**src/rtl/queen_seq_ctrl.sv**
```systemverilog
// Backtracking N-queen sequencer: walks rows/columns, hands each candidate to an
// external conflict checker over req/ack, then streams the first solution one-hot.
`timescale 1ns/10ps
module queen_seq_ctrl #(
  parameter int N  = 8,
  parameter int CW = 3
) (
  input  logic          clk,
  input  logic          rst,
  input  logic          start,
  output logic          chk_req,
  output logic [CW-1:0] chk_row,
  output logic [CW-1:0] chk_col,
  input  logic          chk_ack,
  input  logic          chk_safe,
  input  logic [CW-1:0] brd_rd_row,
  output logic [CW-1:0] brd_rd_col,
  output logic          busy,
  output logic          out_valid,
  output logic [CW-1:0] out_row,
  output logic [N-1:0]  out,
  output logic          done,
  output logic          no_answer
);

  typedef enum logic [2:0] {IDLE, CHECK, GAP, BACK, EMIT, FIN} state_t;

  localparam logic [CW-1:0] LAST = CW'(N - 1);
  localparam logic [N-1:0]  ONE  = N'(1);

  state_t        state, state_nx;
  logic [CW-1:0] r, r_nx;
  logic [CW-1:0] c, c_nx;
  logic [CW-1:0] k, k_nx;
  logic          na_q, na_nx;
  logic          wr_en;
  logic [CW-1:0] r_dec;
  logic [CW-1:0] prev_col;
  logic [CW-1:0] board [N];

  assign r_dec    = r - 1'b1;
  assign prev_col = board[r_dec];

  // Rows beyond N-1 are unreachable addresses when N is not a power of two.
  assign brd_rd_col = (int'(brd_rd_row) < N) ? board[brd_rd_row] : '0;

  always_comb begin
    state_nx = state;
    r_nx     = r;
    c_nx     = c;
    k_nx     = k;
    na_nx    = na_q;
    wr_en    = 1'b0;
    case (state)
      IDLE, FIN: begin
        if (start) begin
          r_nx     = '0;
          c_nx     = '0;
          k_nx     = '0;
          na_nx    = 1'b0;
          state_nx = CHECK;
        end
      end
      CHECK: begin
        if (chk_ack) begin
          if (chk_safe) begin
            wr_en = 1'b1;
            if (r == LAST) begin
              k_nx     = '0;
              state_nx = EMIT;
            end else begin
              r_nx     = r + 1'b1;
              c_nx     = '0;
              state_nx = GAP;
            end
          end else if (c < LAST) begin
            c_nx     = c + 1'b1;
            state_nx = GAP;
          end else begin
            state_nx = BACK;
          end
        end
      end
      GAP: state_nx = CHECK;
      BACK: begin
        if (r == '0) begin
          na_nx    = 1'b1;
          state_nx = FIN;
        end else begin
          r_nx = r_dec;
          // An exhausted parent row keeps us in BACK to pop one more row next cycle.
          if (prev_col < LAST) begin
            c_nx     = prev_col + 1'b1;
            state_nx = GAP;
          end
        end
      end
      EMIT: begin
        if (k == LAST) begin
          na_nx    = 1'b0;
          state_nx = FIN;
        end else begin
          k_nx = k + 1'b1;
        end
      end
      default: state_nx = IDLE;
    endcase
  end

  always_ff @(posedge clk or posedge rst) begin
    if (rst) begin
      state <= IDLE;
      r     <= '0;
      c     <= '0;
      k     <= '0;
      na_q  <= 1'b0;
      for (int unsigned i = 0; i < N; i++) begin
        board[i] <= '0;
      end
    end else begin
      state <= state_nx;
      r     <= r_nx;
      c     <= c_nx;
      k     <= k_nx;
      na_q  <= na_nx;
      if (wr_en) begin
        board[r] <= c;
      end
    end
  end

  always_comb begin
    chk_req   = (state == CHECK);
    chk_row   = '0;
    chk_col   = '0;
    busy      = (state == CHECK) || (state == GAP) || (state == BACK) || (state == EMIT);
    out_valid = (state == EMIT);
    out_row   = '0;
    out       = '0;
    done      = (state == FIN);
    no_answer = (state == FIN) && na_q;
    if (state == CHECK) begin
      chk_row = r;
      chk_col = c;
    end
    if (state == EMIT) begin
      out_row = k;
      out     = ONE << board[k];
    end
  end

endmodule

```
**config.mk**
```make
export PLATFORM = sky130hd
export DESIGN_NAME = queen_seq_ctrl
export DESIGN_NICKNAME = d
export VERILOG_FILES = /design/src/rtl/queen_seq_ctrl.sv
export SDC_FILE = /design/constraint.sdc
export NUM_CORES = 1
export LEC_CHECK = 0
export CELL_PAD_IN_SITES_DETAIL_PLACEMENT = 1
export CELL_PAD_IN_SITES_GLOBAL_PLACEMENT = 1
export CORE_UTILIZATION = 35
export DETAILED_ROUTE_END_ITERATION = 10
export HOLD_SLACK_MARGIN = 0.02
export MAX_ROUTING_LAYER = met4
export PLACE_DENSITY = 0.69
export SYNTH_ARGS = -nofsm -noshare
export SYNTH_HDL_FRONTEND = slang
export SYNTH_SLANG_ARGS = --single-unit
```
**constraint.sdc**
```tcl
create_clock -name clk -period 6.2 [get_ports clk]
set_input_delay 1.24 -clock clk [delete_from_list [all_inputs] [get_ports clk]]
set_output_delay 1.24 -clock clk [all_outputs]
set_load 0.03 [all_outputs]
```
==> summary.txt, run 1 <==
Quantity of gates resized following cts: 0
Status: complete, no violations
Multiplexer share of the synthesized area: 0.315
Number of cells in the design after placement: 357
Number of antenna violations at the first check in global routing: 0
Overall track demand over capacity in global routing: 0.187
Path depth of the worst reg2reg path: 8
Crit-path max FO: 6
Count of mapped cells out of synthesis: 243
Capturing element type of the critical path: output pin
Setup repair after global routing missed its margin: false
Final setup viols: 0
Max-slew violation count: 0
Final Net Count: 281
Count of unresolved DRC violations after routing: 0
Measured slew at the worst slew-check pin: 0.833 ns
Clock Sink Count: 37
Routability cong.: 0.829
Number of enable-type register cells in the synthesized netlist: 0
Max Clk Rate: 216 MHz
Average vias per placed instance: 5.64
Min-delay src: na_q
Cell family with the largest share of critical-path delay: buffers and inverters
Die area: 8200 um2
Hold Worst Slack: 0.548 ns
Max transition margin: 0.445
Top cell type by total area after synthesis: dfrtp_1
Fraction of post-synthesis cell area in the top cell type by area: 0.337
Clock-pin slew on the worst setup and hold paths: 0.09 ns
# H-tree levels: 2
Clk_skew: 0.0106 ns
Cell area after synthesis: 2750 um2
Final Power: 1.24 mW
Number of global-route vias before repair: 2123
Worst path bufs/invs: 2
Via Count: 2058
Count of buffers inserted at the top-level ports: 32
Ys Warns: 0
Total negative slack for setup checks: 0 ns
Most common library cell in the layout ignoring fill and taps: dfrtp_1
First-pass detailed-route iteration total: 4
Post-layout min period: 4.63 ns
Number of nets with antenna violations after detailed routing: 0
Biggest area contributors in the synthesized netlist: dfrtp_1 (34%), mux2_2 (15%), mux4_2 (14%)
Die X-Extent: 90.6 um
Top_reg_cell synth: dfrtp_1
Slowest cell on the critical path: clkdlybuf4s50_1
Clock network latency to the later pin of the worst-skew pair: 0.30 ns
Core Region: 7410 um2
Worst setup slack for register-to-register paths: 3.19 ns
Number of distinct library cell variants in the gate-level netlist after synthesis: 51
Wire length per cell after detailed routing: 19.3 um
Number of core rows: 31
Area share of fa/ha/maj cells after synthesis: 0.0365
Proportion of synthesized chip area in sequential cells: 0.337
Maximum number of buffers from clock root to sink: 2
Synthesized flop and latch total: 37
Post-CTS repair timing setup buffer count: 0
Ports placed on the boundary: 33
Total power divided by cell area: 395 nW/um2
XOR/XNOR Fraction of Synth Area: 0.0191
Series of cell instances along the critical path: clkdlybuf4s50_1, mux4_2, mux2_2, clkdlybuf4s50_1
CTS root buffer: clkbuf_8
Worst endpoint data arrival time: 3.39 ns
Crit share post-route: 0.746
Number of antenna diodes: 0
# Max-Cap Violations: 0
Post-layout instance area: 3140 um2
Half-perimeter wire length after placement: 5160 um
Worst hold-check path type: reg -> reg
Critical path start-end classification: in -> out
Count of final hold-check violations: 0
Initial Util: 0.371
Synthesized netlist net count: 259
Count of cell instances traversed by the critical path: 4
Layout overhead on the synthesized area: 14.3%
Required time at the endpoint of the critical path: 4.96 ns
Average instance area after synthesis: 11.3 um2
Clock tree from TritonCTS: yes
Cell occurring most often along the worst timing path: clkdlybuf4s50_1
Starting DRC count in detailed routing: 85
Simple-gate share of the synthesized area: 0.163
VDD IR max: 0.000140 V
Main combinational cell family by area after synthesis: multiplexers
GRT Residual Overflow: 0
Total wire length after detailed routing: 7060 um
End of the worst register-to-register path: c[1]
Timing endpoint of the critical path: brd_rd_col[1]
Fillers: 818
Origin of the critical flop-to-flop path: r[0]
Leakage: 1.33 nW
Max stage delay on crit path: 0.71 ns
Placed Area: 3050 um2
Maximum number of pins on one net before global-route repair: 38
Proportion of layout cells with a drive suffix above 1: 0.263
CTS buffer count: 5
Startpoint Class: input pin
Compound-cell area share of the yosys netlist: 0.0656
Worst Setup SP: brd_rd_row[0]
Count of hold-fix buffers inserted at cts: 0
Top library cells by usage in the layout, fill and taps aside: dfrtp_1 (37), mux2_2 (36), clkdlybuf4s50_1 (32)
Fraction of synthesis flops using an asynchronous set or reset pin: 1.00
Wire length of the first global-routing pass: 11700 um
Die Y-Extent: 90.6 um
Layout Cells excl Fill: 365
## power by group
part,internal [mW],switching (mW)
combinational,0.301,0.314
clock,0.0777,0.0958
sequential,0.302,0.149
## Yosys cell counts, drive strengths merged, types with 2 or more instances
cell type,n
dfrtp,37
mux2,37
nor2,24
mux4,18
nand2,17
clkbuf,10
nor3,9
ha,8
a21oi,7
buf,7
inv,6
and2,4
and3,4
mux2i,4
nor2b,4
o21ai,4
o31ai,4
xor2,4
nand3,3
nand3b,3
nor3b,3
o32ai,3
a22o,2
a22oi,2
and4,2
nand2b,2
xnor2,2
## final cells by class
cell class                      instances  area, um2  share of cell area
Timing Repair Buffer                   33        328               0.105
Clock buffer                            5       68.8              0.0219
Clock inverter                          3       17.5             0.00558
Inverter                                7       26.3             0.00838
Multi-Input combinational cell        181       1650               0.525
Tap cell                               99        124              0.0395
Sequential cell                        37        926               0.295
## tightest hold or removal path, stage by stage (launching register included)
cell,delay (ns)
dfrtp_1,0.37
a21oi_1,0.05
nor2_1,0.09
## per-layer routing
layer,vias to the layer above,part of all wire,GRT usage
met5,-,0,-
met4,0,0.0088,0.0363
met3,7,0.034,0.0269
met2,50,0.48,0.296
met1,1053,0.47,0.257
li1,948,-,-
## registers in the layout (all words and copies together), names as in the netlist
name   flops
state      3
board     24
c          3
r          3
k          3
na_q       1
## kinds of logic after synthesis
logic type                 count (synthesis)
adders and majority gates                  8
muxes                                     59
DFF                                       37
and+or+nand+nor                           81
AOI/OAI and AO/OA                         27
xor gates and xnor gates                   6
buffers and inverters                     25
## worst min path at each step
stage / endpoint / cells after the start
2_1_floorplan: na_q / 2
3_3_place_gp: na_q / 2
3_5_place_dp: na_q / 2
4_1_cts: na_q / 2
5_1_grt: na_q / 2
6_report: na_q / 2
## per-stage QoR
| step | util | worst slack (ns) |
|---|---|---|
| floorplan | - | 2.51 |
| CTS | 0.423 | 1.56 |
| detailed placement | 0.412 | 1.56 |
| global placement | 0.412 | 1.60 |
| global route | 0.423 | 1.49 |
| finish | 0.423 | 1.57 |
(Power assumes the default switching activity.)
==> inputs of run 2 (changes only) <==
--- a/config.mk
+++ b/config.mk
@@ -11,7 +11,7 @@
 export DETAILED_ROUTE_END_ITERATION = 10
 export HOLD_SLACK_MARGIN = 0.02
 export MAX_ROUTING_LAYER = met4
-export PLACE_DENSITY = 0.69
+export PLACE_DENSITY = 0.72
 export SYNTH_ARGS = -nofsm -noshare
 export SYNTH_HDL_FRONTEND = slang
 export SYNTH_SLANG_ARGS = --single-unit
==> constraint.sdc (replaced) <==
create_clock -name clk -period 4.09 [get_ports clk]
set_input_delay 0.818 -clock clk [delete_from_list [all_inputs] [get_ports clk]]
set_output_delay 0.818 -clock clk [all_outputs]
set_load 0.03 [all_outputs]
==> run 2 against run 1 <==
Design area is 1.2% higher. Sequential power up 47%. Largest cell class unchanged. First-iteration DRC count decreased by 34%. Highest routed layer unchanged. Sequential cell count unchanged. Critical endpoint unchanged.
==> summary.txt, run 2 (synthesis results as in run 1) <==
Status: complete, no violations
Most common library cell in the layout ignoring fill and taps: dfrtp_1
Worst hold-check path type: reg -> reg
Maximum number of pins on one net before global-route repair: 38
Final Net Count: 282
Average vias per placed instance: 5.67
# H-tree levels: 2
Critical path start-end classification: in -> out
Ports placed on the boundary: 33
Post-CTS repair timing setup buffer count: 0
Leakage: 1.34 nW
Total wire length after detailed routing: 7290 um
Count of buffers inserted at the top-level ports: 32
Startpoint Class: input pin
Count of final hold-check violations: 0
Number of global-route vias before repair: 2132
Wire length per cell after detailed routing: 19.9 um
Path depth of the worst reg2reg path: 8
Top library cells by usage in the layout, fill and taps aside: dfrtp_1 (37), mux2_2 (36), clkdlybuf4s50_1 (32)
Util after Layout: 0.428
Total power divided by cell area: 618 nW/um2
Measured slew at the worst slew-check pin: 0.686 ns
Clock tree from TritonCTS: yes
Top register by number of flip-flops: board
Layout Cells excl Fill: 366
Setup repair after global routing missed its margin: false
Count of hold-fix buffers inserted at cts: 0
Place WS: 0.285 ns
Layout overhead on the synthesized area: 15.6%
Max transition margin: 0.539
Number of antenna diodes: 0
Worst Setup SP: brd_rd_row[0]
First-pass detailed-route iteration total: 4
Post-layout min period: 3.79 ns
Worst setup margin: 0.304 ns
GRT Residual Overflow: 0
Min-delay src: na_q
Clock-pin slew on the worst setup and hold paths: 0.08 ns
Clock network latency to the later pin of the worst-skew pair: 0.29 ns
Capturing element type of the critical path: output pin
Fillers: 815
Clock Sink Count: 37
Die Y-Extent: 90.6 um
Total negative slack for setup checks: 0 ns
Number of core rows: 31
End of the worst register-to-register path: c[1]
Starting DRC count in detailed routing: 56
Max Clk Rate: 264 MHz
Max-slew violation count: 0
Core Region: 7410 um2
Flip-flop count of the largest register, all copies and words added: 24
Worst endpoint data arrival time: 2.97 ns
Wire length of the first global-routing pass: 12000 um
Initial Util: 0.371
Worst Hold Path Cells: 2
Overall track demand over capacity in global routing: 0.193
CTS buffer count: 5
Proportion of layout cells with a drive suffix above 1: 0.266
Required time at the endpoint of the critical path: 3.27 ns
Number of nets with antenna violations after detailed routing: 0
Count of unresolved DRC violations after routing: 0
VDD IR max: 0.000272 V
Crit-path max FO: 6
Die X-Extent: 90.6 um
Final setup viols: 0
Final Power: 1.96 mW
Number of antenna violations at the first check in global routing: 0
Number of cells in the design after placement: 358
CTS root buffer: clkbuf_8
Origin of the critical flop-to-flop path: r[0]
Worst setup slack for register-to-register paths: 1.08 ns
Crit share post-route: 0.926
# Max-Cap Violations: 0
Half-perimeter wire length after placement: 5450 um
Clk_skew: 0.00950 ns
Routability cong.: 0.796
Quantity of gates resized following cts: 0
Via Count: 2076
Die area: 8200 um2
Maximum number of buffers from clock root to sink: 2
Sink of the worst hold path: na_q
[run 2: changes by cell type in the layout (fill, tap and decap cells not counted)]
| cell | before | now |
|---|---|---|
| bufinv_16 | 0 | 1 |
| clkinv_2 | 2 | 0 |
| clkinv_4 | 0 | 1 |
| buf_4 | 1 | 2 |
[run 2: stage by stage]
| step | hold WS [ns] | cell area, um2 |
|---|---|---|
| after global routing | 0.608 | 3170 |
| final | 0.547 | 3170 |
| after CTS | 0.554 | 3170 |
| after floorplan | 0.491 | 2750 |
| after detailed placement | 0.533 | 3060 |
| after global placement | 0.529 | 3060 |
[run 2: layer usage]
metal,wire (um),vias up,global-route usage
met5,0,-,-
met4,165,0,0.0659
met3,250,16,0.0320
met2,3550,55,0.311
met1,3320,1057,0.248
li1,-,948,-
[run 2: worst max-delay path, cell delays in order]
cell             delay [ns]
clkdlybuf4s50_1        0.72
mux4_2                 0.56
mux2_2                 0.28
clkdlybuf4s50_1        0.59
[run 2: cell type report]
class / instances / area [um2] / area share
tap: 99 / 124 / 0.0390
sequential: 37 / 926 / 0.292
inverter: 7 / 26.3 / 0.00828
clock buffer: 5 / 68.8 / 0.0217
timing repair buffer: 34 / 335 / 0.106
multi-input combinational: 181 / 1650 / 0.519
clock inverter: 3 / 46.3 / 0.0146
[run 2: worst max path at each step]
stage	endpoint	slack (ns)
floorplan	brd_rd_col[0]	1.24
global placement	brd_rd_col[0]	0.35
detailed placement	brd_rd_col[0]	0.29
CTS	brd_rd_col[1]	0.28
global route	brd_rd_col[2]	0.24
finish	brd_rd_col[1]	0.30
[run 2: power by group]
group	total, mW	switching [mW]	internal, mW
registers	0.665	0.207	0.459
clock network	0.326	0.143	0.183
logic	0.971	0.510	0.460
